==> config.mk <==
export PLATFORM = sky130hd
export DESIGN_NAME = gyro_spi_reader
export DESIGN_NICKNAME = d
export VERILOG_FILES = /design/src/rtl/gyro_spi_reader.sv
export SDC_FILE = /design/constraint.sdc
export NUM_CORES = 1
export LEC_CHECK = 0
export CAP_MARGIN = 40
export CELL_PAD_IN_SITES_DETAIL_PLACEMENT = 1
export CELL_PAD_IN_SITES_GLOBAL_PLACEMENT = 2
export CORE_UTILIZATION = 40
export CTS_CLUSTER_SIZE = 16
export DETAILED_ROUTE_END_ITERATION = 16
export PLACE_DENSITY = 0.85
export SYNTH_ARGS = -nofsm -noshare
export SYNTH_HDL_FRONTEND = slang
export SYNTH_SLANG_ARGS = --single-unit
==> constraint.sdc <==
create_clock -name clk_100mhz -period 2.8 [get_ports clk_100mhz]
set_clock_uncertainty 0.05 [all_clocks]
set_input_delay 0.56 -clock clk_100mhz [delete_from_list [all_inputs] [get_ports clk_100mhz]]
set_output_delay 0.56 -clock clk_100mhz [all_outputs]
set_load 0.005 [all_outputs]
==> src/rtl/gyro_spi_reader.sv <==
// Periodic SPI mode-0 burst reader for a gyro: reads XH..ZL and presents signed rate samples.
// Optional bias calibration when GYRO_BIAS_EN is defined (first 16 frames averaged, then subtracted).
module gyro_spi_reader #(
    parameter int         SCLK_DIV      = 50,
    parameter int         SAMPLE_PERIOD = 100000,
    parameter logic [7:0] REG_ADDR      = 8'h43
) (
    input  logic               clk_100mhz,
    input  logic               rst_n_in,
    input  logic               enable_in,
    output logic               spi_cs_n_out,
    output logic               spi_sclk_out,
    output logic               spi_mosi_out,
    input  logic               spi_miso_in,
    output logic signed [15:0] gx_out,
    output logic signed [15:0] gy_out,
    output logic signed [15:0] gz_out,
    output logic               valid_out,
    output logic               busy_out,
    output logic               cal_done_out
);
    localparam int DIV_W = $clog2(SCLK_DIV + 1);
    localparam int TMR_W = $clog2(SAMPLE_PERIOD + 1);

    typedef enum logic [2:0] {IDLE, CS_SETUP, XFER, CS_HOLD, DONE} state_t;

    state_t             r_state;
    logic [TMR_W-1:0]   r_timer;
    logic [DIV_W-1:0]   r_div;
    logic [5:0]         r_bit;
    logic [55:0]        r_tx;
    logic [47:0]        r_rx;
    logic               r_cs_n;
    logic               r_sclk;
    logic               r_mosi;
    logic               r_valid;
    logic               r_busy;
    logic signed [15:0] r_gx;
    logic signed [15:0] r_gy;
    logic signed [15:0] r_gz;

    logic               w_tick;
    logic               w_div_end;
    logic signed [15:0] w_raw_x;
    logic signed [15:0] w_raw_y;
    logic signed [15:0] w_raw_z;

    assign w_tick    = enable_in && (r_timer == TMR_W'(SAMPLE_PERIOD - 1));
    assign w_div_end = (r_div == DIV_W'(SCLK_DIV - 1));
    assign w_raw_x   = r_rx[47:32];
    assign w_raw_y   = r_rx[31:16];
    assign w_raw_z   = r_rx[15:0];

`ifdef GYRO_BIAS_EN
    logic [3:0]         r_cal_cnt;
    logic               r_cal_done;
    logic signed [19:0] r_acc_x;
    logic signed [19:0] r_acc_y;
    logic signed [19:0] r_acc_z;
    logic signed [15:0] w_bias_x;
    logic signed [15:0] w_bias_y;
    logic signed [15:0] w_bias_z;

    // The mean of sixteen 16-bit samples always fits back into 16 bits
    assign w_bias_x = 16'(r_acc_x >>> 4);
    assign w_bias_y = 16'(r_acc_y >>> 4);
    assign w_bias_z = 16'(r_acc_z >>> 4);
    assign cal_done_out = r_cal_done;

    function automatic logic signed [15:0] subSat(input logic signed [15:0] raw,
                                                  input logic signed [15:0] bias);
        logic signed [16:0] diff;
        diff = 17'(raw) - 17'(bias);
        if (diff > 17'sd32767) return 16'sh7FFF;
        else if (diff < -17'sd32768) return 16'sh8000;
        return diff[15:0];
    endfunction
`else
    assign cal_done_out = rst_n_in;
`endif

    assign spi_cs_n_out = r_cs_n;
    assign spi_sclk_out = r_sclk;
    assign spi_mosi_out = r_mosi;
    assign gx_out       = r_gx;
    assign gy_out       = r_gy;
    assign gz_out       = r_gz;
    assign valid_out    = r_valid;
    assign busy_out     = r_busy;

    always_ff @(posedge clk_100mhz or negedge rst_n_in) begin
        if (!rst_n_in) begin
            r_timer <= '0;
        end else if (enable_in) begin
            r_timer <= w_tick ? '0 : r_timer + TMR_W'(1);
        end
    end

    // Ticks outside IDLE are simply ignored, so an overlong frame drops the next sample slot
    always_ff @(posedge clk_100mhz or negedge rst_n_in) begin
        if (!rst_n_in) begin
            r_state <= IDLE;
            r_div   <= '0;
            r_bit   <= '0;
            r_tx    <= '0;
            r_rx    <= '0;
            r_cs_n  <= 1'b1;
            r_sclk  <= 1'b0;
            r_mosi  <= 1'b0;
            r_valid <= 1'b0;
            r_busy  <= 1'b0;
            r_gx    <= '0;
            r_gy    <= '0;
            r_gz    <= '0;
`ifdef GYRO_BIAS_EN
            r_cal_cnt  <= '0;
            r_cal_done <= 1'b0;
            r_acc_x    <= '0;
            r_acc_y    <= '0;
            r_acc_z    <= '0;
`endif
        end else begin
            case (r_state)
                IDLE: begin
                    r_valid <= 1'b0;
                    if (w_tick) begin
                        r_state <= CS_SETUP;
                        r_cs_n  <= 1'b0;
                        r_busy  <= 1'b1;
                        r_div   <= '0;
                        r_bit   <= '0;
                        r_tx    <= {REG_ADDR | 8'h80, 48'h0};
                    end
                end
                CS_SETUP: begin
                    if (w_div_end) begin
                        r_div   <= '0;
                        r_state <= XFER;
                        r_mosi  <= r_tx[55];
                    end else begin
                        r_div <= r_div + DIV_W'(1);
                    end
                end
                XFER: begin
                    if (w_div_end) begin
                        r_div <= '0;
                        if (!r_sclk) begin
                            r_sclk <= 1'b1;
                            r_rx   <= {r_rx[46:0], spi_miso_in};
                        end else begin
                            r_sclk <= 1'b0;
                            if (r_bit == 6'd55) begin
                                r_state <= CS_HOLD;
                                r_mosi  <= 1'b0;
                            end else begin
                                r_bit  <= r_bit + 6'd1;
                                r_tx   <= {r_tx[54:0], 1'b0};
                                r_mosi <= r_tx[54];
                            end
                        end
                    end else begin
                        r_div <= r_div + DIV_W'(1);
                    end
                end
                CS_HOLD: begin
                    if (w_div_end) begin
                        r_div   <= '0;
                        r_state <= DONE;
                        r_cs_n  <= 1'b1;
`ifdef GYRO_BIAS_EN
                        if (!r_cal_done) begin
                            r_acc_x   <= r_acc_x + 20'(w_raw_x);
                            r_acc_y   <= r_acc_y + 20'(w_raw_y);
                            r_acc_z   <= r_acc_z + 20'(w_raw_z);
                            r_cal_cnt <= r_cal_cnt + 4'd1;
                            if (r_cal_cnt == 4'd15) r_cal_done <= 1'b1;
                        end else begin
                            r_gx    <= subSat(w_raw_x, w_bias_x);
                            r_gy    <= subSat(w_raw_y, w_bias_y);
                            r_gz    <= subSat(w_raw_z, w_bias_z);
                            r_valid <= 1'b1;
                        end
`else
                        r_gx    <= w_raw_x;
                        r_gy    <= w_raw_y;
                        r_gz    <= w_raw_z;
                        r_valid <= 1'b1;
`endif
                    end else begin
                        r_div <= r_div + DIV_W'(1);
                    end
                end
                DONE: begin
                    r_state <= IDLE;
                    r_valid <= 1'b0;
                    r_busy  <= 1'b0;
                end
                default: r_state <= IDLE;
            endcase
        end
    end
endmodule
==> results.json, run 1 <==
{
  "tritoncts": "done",
  "maxCapViolCount": 0,
  "cts_buffers": 17,
  "initial_core_util": 0.412,
  "dieArea_um2": 14900,
  "synth_top_area_share": 0.608,
  "boundaryPins": 58,
  "path_cells": "inv_1, ha_1, and4bb_1, nand2_1, or3_2, buf_4, mux2_4",
  "ff2ff_path_depth": 7,
  "yosys_warnings": 0,
  "clock_sinks": 141,
  "cp_max_fo": 49,
  "cpPeakStageDelay_ns": 0.46,
  "critPathBufInv": 2,
  "fin_nets": 487,
  "grt.total_usage": 0.181,
  "antenna_cells": 0,
  "synth_edf_count": 0,
  "finalHoldViolations": 0,
  "dp_cells": 640,
  "netlist_area_um2": 5770,
  "ant_nets": 0,
  "grt_pass1_wl_um": 20400,
  "power_density_nw_per_um2": 644,
  "syn_nets": 422,
  "dr.first_iter.drc_count": 141,
  "worst_setup_path_start_kind": "register",
  "fp.coreArea_um2": 14000,
  "peakVddDrop_mv": 0.373,
  "swShare": 0.210,
  "p_int_mw": 3.64,
  "synth_cells": 414,
  "cts_buffer_depth": 2,
  "row_count": 43,
  "setup_viol": 0,
  "grt_pass1_vias": 4023,
  "fin_crit_sh": 0.851,
  "die_h_um": 122,
  "hold_path.class": "in -> async",
  "firstDrtPassIters": 4,
  "fin_crit_ns": 2.38,
  "tightest_slew_ns": 0.823,
  "p_seq_frac": 0.461,
  "die_x_um": 122,
  "async_flop_share": 1.00,
  "max_freq_mhz": 420,
  "rsz0062_at_grt": "no",
  "syn_area_per_cell_um2": 13.9,
  "slew_violations": 0,
  "post-route-drc-count": 0,
  "cpMaxStageDelayCell": "or3_2",
  "drive_gt1_frac": 0.288,
  "synth-main-ff-cell": "dfrtp_1",
  "cts_setup_buffers": 0,
  "grt_max_degree": 142,
  "io_buffers": 57,
  "pwr-share-comb": 0.025,
  "r2r_end": "r_rx[42]$_DFFE_PN0P_",
  "nFillCells": 1402,
  "synth_top_area_cell": "dfrtp_1",
  "cts.htree.levels": 4,
  "vias_per_cell": 5.35,
  "cts_root_buf": "clkbuf_16",
  "drt-total-wl_um": 12200,
  "cp.required_ns": 3.05,
  "switching_power_uw": 967,
  "p_clk_frac": 0.514,
  "tns_ns": 0,
  "grt-ovfl-total": 0,
  "synth.area.top_cells": "dfrtp_1 61%, mux2_2 17%, mux2_4 2.3%",
  "synth-seq-area-share": 0.612,
  "layout_common_cells": "140 x dfrtp_1, 89 x mux2_2, 56 x clkdlybuf4s50_1",
  "vias": 3586,
  "place_congestion": 0.755,
  "synth-seq-cells": 141,
  "final_common_cell": "dfrtp_1",
  "cp_top_family": "simple AND/OR/NAND/NOR gates",
  "insertion_delay_ns": 0.42,
  "syn2layout_area_growth_pct": 24.2,
  "antenna_found_initial": 0,
  "critPathKind": "reg -> reg",
  "rrSetupSlack_ns": 0.42,
  "ctsResizeCount": 0,
  "r2r_start": "r_div[1]$_DFFE_PN0P_",
  "relSlewSlack": 0.447,
  "cp.arrival_ns": 2.64,
  "p_leak_nw": 3.50,
  "layoutNonFillerInstCount": 670,
  "crit_path_end_kind": "register",
  "cts_hold_buf": 0,
  "ys_types": 46,
  "status": "completed",
  "path_clk_slew_ns": 0.06,
  "wl_per_cell_um": 18.2,
  "dp_hpwl_um": 7670
}
-- registers in the layout (all words and copies together), names as in the netlist --
| signal | count |
|---|---|
| spi_mosi_out | 1 |
| r_timer | 17 |
| r_bit | 6 |
| r_tx | 8 |
| r_div | 6 |
| busy_out | 1 |
| gy_out | 16 |
| gz_out | 16 |
| gx_out | 16 |
| r_state | 3 |
| spi_cs_n_out | 1 |
| valid_out | 1 |
| r_rx | 48 |
| spi_sclk_out | 1 |
-- how the worst max path moves through the flow --
stage / depth (start not counted) / start / endpoint / slack [ns]
final: 7 / r_div[1]$_DFFE_PN0P_ / r_rx[42]$_DFFE_PN0P_ / 0.42
after global routing: 7 / r_div[1]$_DFFE_PN0P_ / r_tx[51]$_DFFE_PN0P_ / 0.22
after floorplan: 9 / r_div[1]$_DFFE_PN0P_ / r_rx[38]$_DFFE_PN0P_ / 0.74
after detailed placement: 5 / enable_in / r_tx[52]$_DFFE_PN0P_ / 0.33
after global placement: 5 / enable_in / r_tx[52]$_DFFE_PN0P_ / 0.40
after CTS: 7 / r_div[1]$_DFFE_PN0P_ / r_rx[7]$_DFFE_PN0P_ / 0.42
-- synthesized netlist by cell type (all sizes together), types with 4 or more instances --
| library cell | number |
|---|---|
| dfrtp | 140 |
| nor3 | 11 |
| xnor2 | 8 |
| nand3 | 15 |
| buf | 14 |
| nand4 | 8 |
| inv | 5 |
| a21oi | 4 |
| a22o | 5 |
| o21ai | 10 |
| clkbuf | 6 |
| nor4 | 4 |
| xor2 | 7 |
| nand2 | 17 |
| nor2 | 14 |
| ha | 4 |
| a21o | 6 |
| mux2 | 98 |
-- kinds of logic (layout without fill, tap and decap cells) --
logic type                 Yosys count  after routing  share of synthesized area
muxes                              100            100                      0.201
adders and majority gates            4              4                    0.00868
xor gates and xnor gates            15             15                     0.0228
and+or+nand+nor                     88             88                     0.0812
AOI/OAI and AO/OA                   41             41                     0.0508
DFF                                141            141                      0.612
buffers and inverters               25            101                     0.0237
-- area by class of cell --
| cell class | count | area (um^2) | area share |
|---|---|---|---|
| sequential | 141 | 3530 | 0.493 |
| clock inverter | 11 | 166 | 0.0232 |
| clock buffer | 19 | 453 | 0.0633 |
| timing repair buffer | 66 | 664 | 0.0928 |
| inverter | 5 | 18.8 | 0.00262 |
| tap | 180 | 225 | 0.0315 |
| multi-input combinational | 248 | 2100 | 0.293 |
-- worst reg2reg max path: cells and delay by family (launching register included) --
kind	cells	cell delay (ns)
and+or+nand+nor	3	0.83
muxes	1	0.43
adders and majority gates	1	0.14
buffers and inverters	2	0.40
DFF	1	0.41
-- routing by layer --
| layer | up-vias | wire (um) | global-route usage |
|---|---|---|---|
| li1 | 1613 | - | - |
| met1 | 1871 | 5300 | 0.218 |
| met2 | 76 | 6030 | 0.290 |
| met3 | 26 | 654 | 0.0585 |
| met4 | 0 | 230 | 0.0930 |
| met5 | - | 0 | 0 |
-- metrics by stage --
| step | utilization | hold WS (ns) | power [mW] | cell area (um^2) | setup WS [ns] |
|---|---|---|---|---|---|
| 5_1_grt | 0.512 | 0.283 | 4.76 | 7160 | 0.216 |
| 2_1_floorplan | - | 0.214 | 2.20 | 5770 | 0.735 |
| 4_1_cts | 0.512 | 0.286 | 4.68 | 7160 | 0.418 |
| 3_5_place_dp | 0.467 | 0.414 | 2.28 | 6540 | 0.329 |
| 3_3_place_gp | 0.467 | 0.410 | 2.27 | 6540 | 0.403 |
| 6_report | 0.512 | 0.174 | 4.61 | 7160 | 0.418 |
-- power groups by stage --
stage          registers, mW  clock network (mW)  logic (mW)
3_3_place_gp            2.15                   0       0.112
5_1_grt                 2.13                2.50       0.131
3_5_place_dp            2.16                   0       0.116
6_report                2.12                2.37       0.114
4_1_cts                 2.12                2.43       0.118
2_1_floorplan           2.14                   0      0.0658
(Power assumes the default switching activity.)
==> run 2, diff against run 1 <==
- CELL_PAD_IN_SITES_DETAIL_PLACEMENT: 1 -> not set
- CELL_PAD_IN_SITES_GLOBAL_PLACEMENT: 2 -> not set
- CORE_UTILIZATION: 40 -> 56
- CTS_CLUSTER_SIZE: 16 -> 40
==> results.json, run 2 (same netlist as run 1, synthesis figures left out) <==
{
  "critPathKind": "reg -> reg",
  "cts.htree.levels": 4,
  "boundaryPins": 58,
  "utilization": 0.714,
  "cp.arrival_ns": 2.75,
  "slew_violations": 0,
  "cts_buffers": 17,
  "tns_ns": 0,
  "rsz0062_at_grt": "no",
  "final_common_cell": "dfrtp_1",
  "clock_sinks": 141,
  "layout_common_cells": "140 x dfrtp_1, 89 x mux2_2, 56 x clkdlybuf4s50_1",
  "firstDrtPassIters": 4,
  "die_x_um": 103,
  "crit_path_end_kind": "register",
  "fin_crit_ns": 2.40,
  "cts_setup_buffers": 0,
  "max_flop_register": "r_rx",
  "dp_hpwl_um": 6390,
  "fin_nets": 484,
  "power_density_nw_per_um2": 630,
  "grt_pass1_vias": 3590,
  "initial_core_util": 0.584,
  "fin_ws_ns": 0.395,
  "place_area_um2": 6460,
  "status": "completed",
  "cts_root_buf": "clkbuf_8",
  "layoutNonFillerInstCount": 622,
  "wl_per_cell_um": 16.6,
  "row_count": 36,
  "cp.required_ns": 3.15,
  "ant_nets": 0,
  "insertion_delay_ns": 0.52,
  "die_h_um": 103,
  "cts_hold_buf": 0,
  "vias_per_cell": 5.65,
  "grt_max_degree": 142,
  "drive_gt1_frac": 0.284,
  "p_leak_nw": 3.47,
  "path_cells": "ha_1, and4bb_1, nand2_1, or3_2, buf_4, mux2_4",
  "largest_registers": "r_rx (48), r_timer (17)",
  "maxCapViolCount": 0,
  "max_freq_mhz": 416,
  "nFillCells": 655,
  "antenna_cells": 0,
  "crit_cells": 6,
  "finalHoldViolations": 0,
  "cpMaxStageDelayCell": "or3_2",
  "io_buffers": 57,
  "grt.total_usage": 0.215,
  "fp.coreArea_um2": 9860,
  "dieArea_um2": 10700,
  "place_congestion": 0.824,
  "syn2layout_area_growth_pct": 22.2,
  "finalPower_mw": 4.44,
  "ctsResizeCount": 0,
  "dr.first_iter.drc_count": 189,
  "ff2ff_path_depth": 6,
  "tritoncts": "done",
  "cp_max_fo": 49,
  "drt-total-wl_um": 10300,
  "hold_path.class": "in -> async",
  "grt_pass1_wl_um": 17300,
  "antenna_found_initial": 0,
  "cp_top_family": "simple AND/OR/NAND/NOR gates",
  "path_clk_slew_ns": 0.06,
  "peakVddDrop_mv": 0.438,
  "grt-ovfl-total": 0,
  "worst_setup_path_start_kind": "register",
  "cts_buffer_depth": 2,
  "cpPeakStageDelay_ns": 0.48,
  "relSlewSlack": 0.510,
  "largest_register_ffs": 48,
  "tightest_slew_ns": 0.729,
  "fin_hold_ws_ns": 0.0790,
  "place_ws_ns": 0.344,
  "vias": 3516,
  "dp_cells": 590,
  "critPathBufInv": 1,
  "design_area_um2": 7040,
  "setup_viol": 0,
  "fin_crit_sh": 0.859,
  "post-route-drc-count": 0
}
## run 2: cell types whose count changed in the layout (fill, tap and decap cells not counted), sizes merged
cell,previous run,this run
clkinv,3,7
buf,10,7
clkinvlp,3,2
inv,6,7
bufinv,4,3
clkbuf,19,18
## run 2: layer usage
layer  GRT usage  vias up  share of wire
met4      0.0845        0          0.014
met3      0.0659       17          0.045
li1            -     1625              -
met5           0        -              0
met1       0.284     1803           0.45
met2       0.337       71           0.49
## run 2: cell type report
cell class	count	area, um^2	share of cell area
Inverter	5	18.8	0.00266
Clock buffer	18	418	0.0593
Sequential cell	141	3530	0.501
Clock inverter	14	169	0.0240
Tap cell	133	166	0.0236
Timing Repair Buffer	63	642	0.0911
Multi-Input combinational cell	248	2100	0.298
## run 2: final timing paths
check,startpoint,end,slack [ns]
setup reg to reg,r_div[0]$_DFFE_PN0P_,r_rx[44]$_DFFE_PN0P_,0.40
min in group clk_100mhz,r_timer[4]$_DFFE_PN0P_,r_timer[4]$_DFFE_PN0P_,0.43
max in group asynchronous,rst_n_in,r_rx[3]$_DFFE_PN0P_,2.05
setup / recovery,r_div[0]$_DFFE_PN0P_,r_rx[44]$_DFFE_PN0P_,0.40
hold reg to reg,r_timer[4]$_DFFE_PN0P_,r_timer[4]$_DFFE_PN0P_,0.43
hold / removal,rst_n_in,r_timer[13]$_DFFE_PN0P_,0.08
## run 2: power by group
part | internal (mW) | total [mW] | switching [mW]
combinational | 0.0411 | 0.110 | 0.0689
sequential | 2.07 | 2.12 | 0.0456
clock | 1.36 | 2.21 | 0.852
## run 2: worst reg2reg max path, delay by kind of cell (launching register included)
family	cells	cell delay (ns)
simple gates	3	0.87
flops	1	0.44
mux	1	0.42
buf+inv	1	0.34
fa+ha+maj	1	0.18
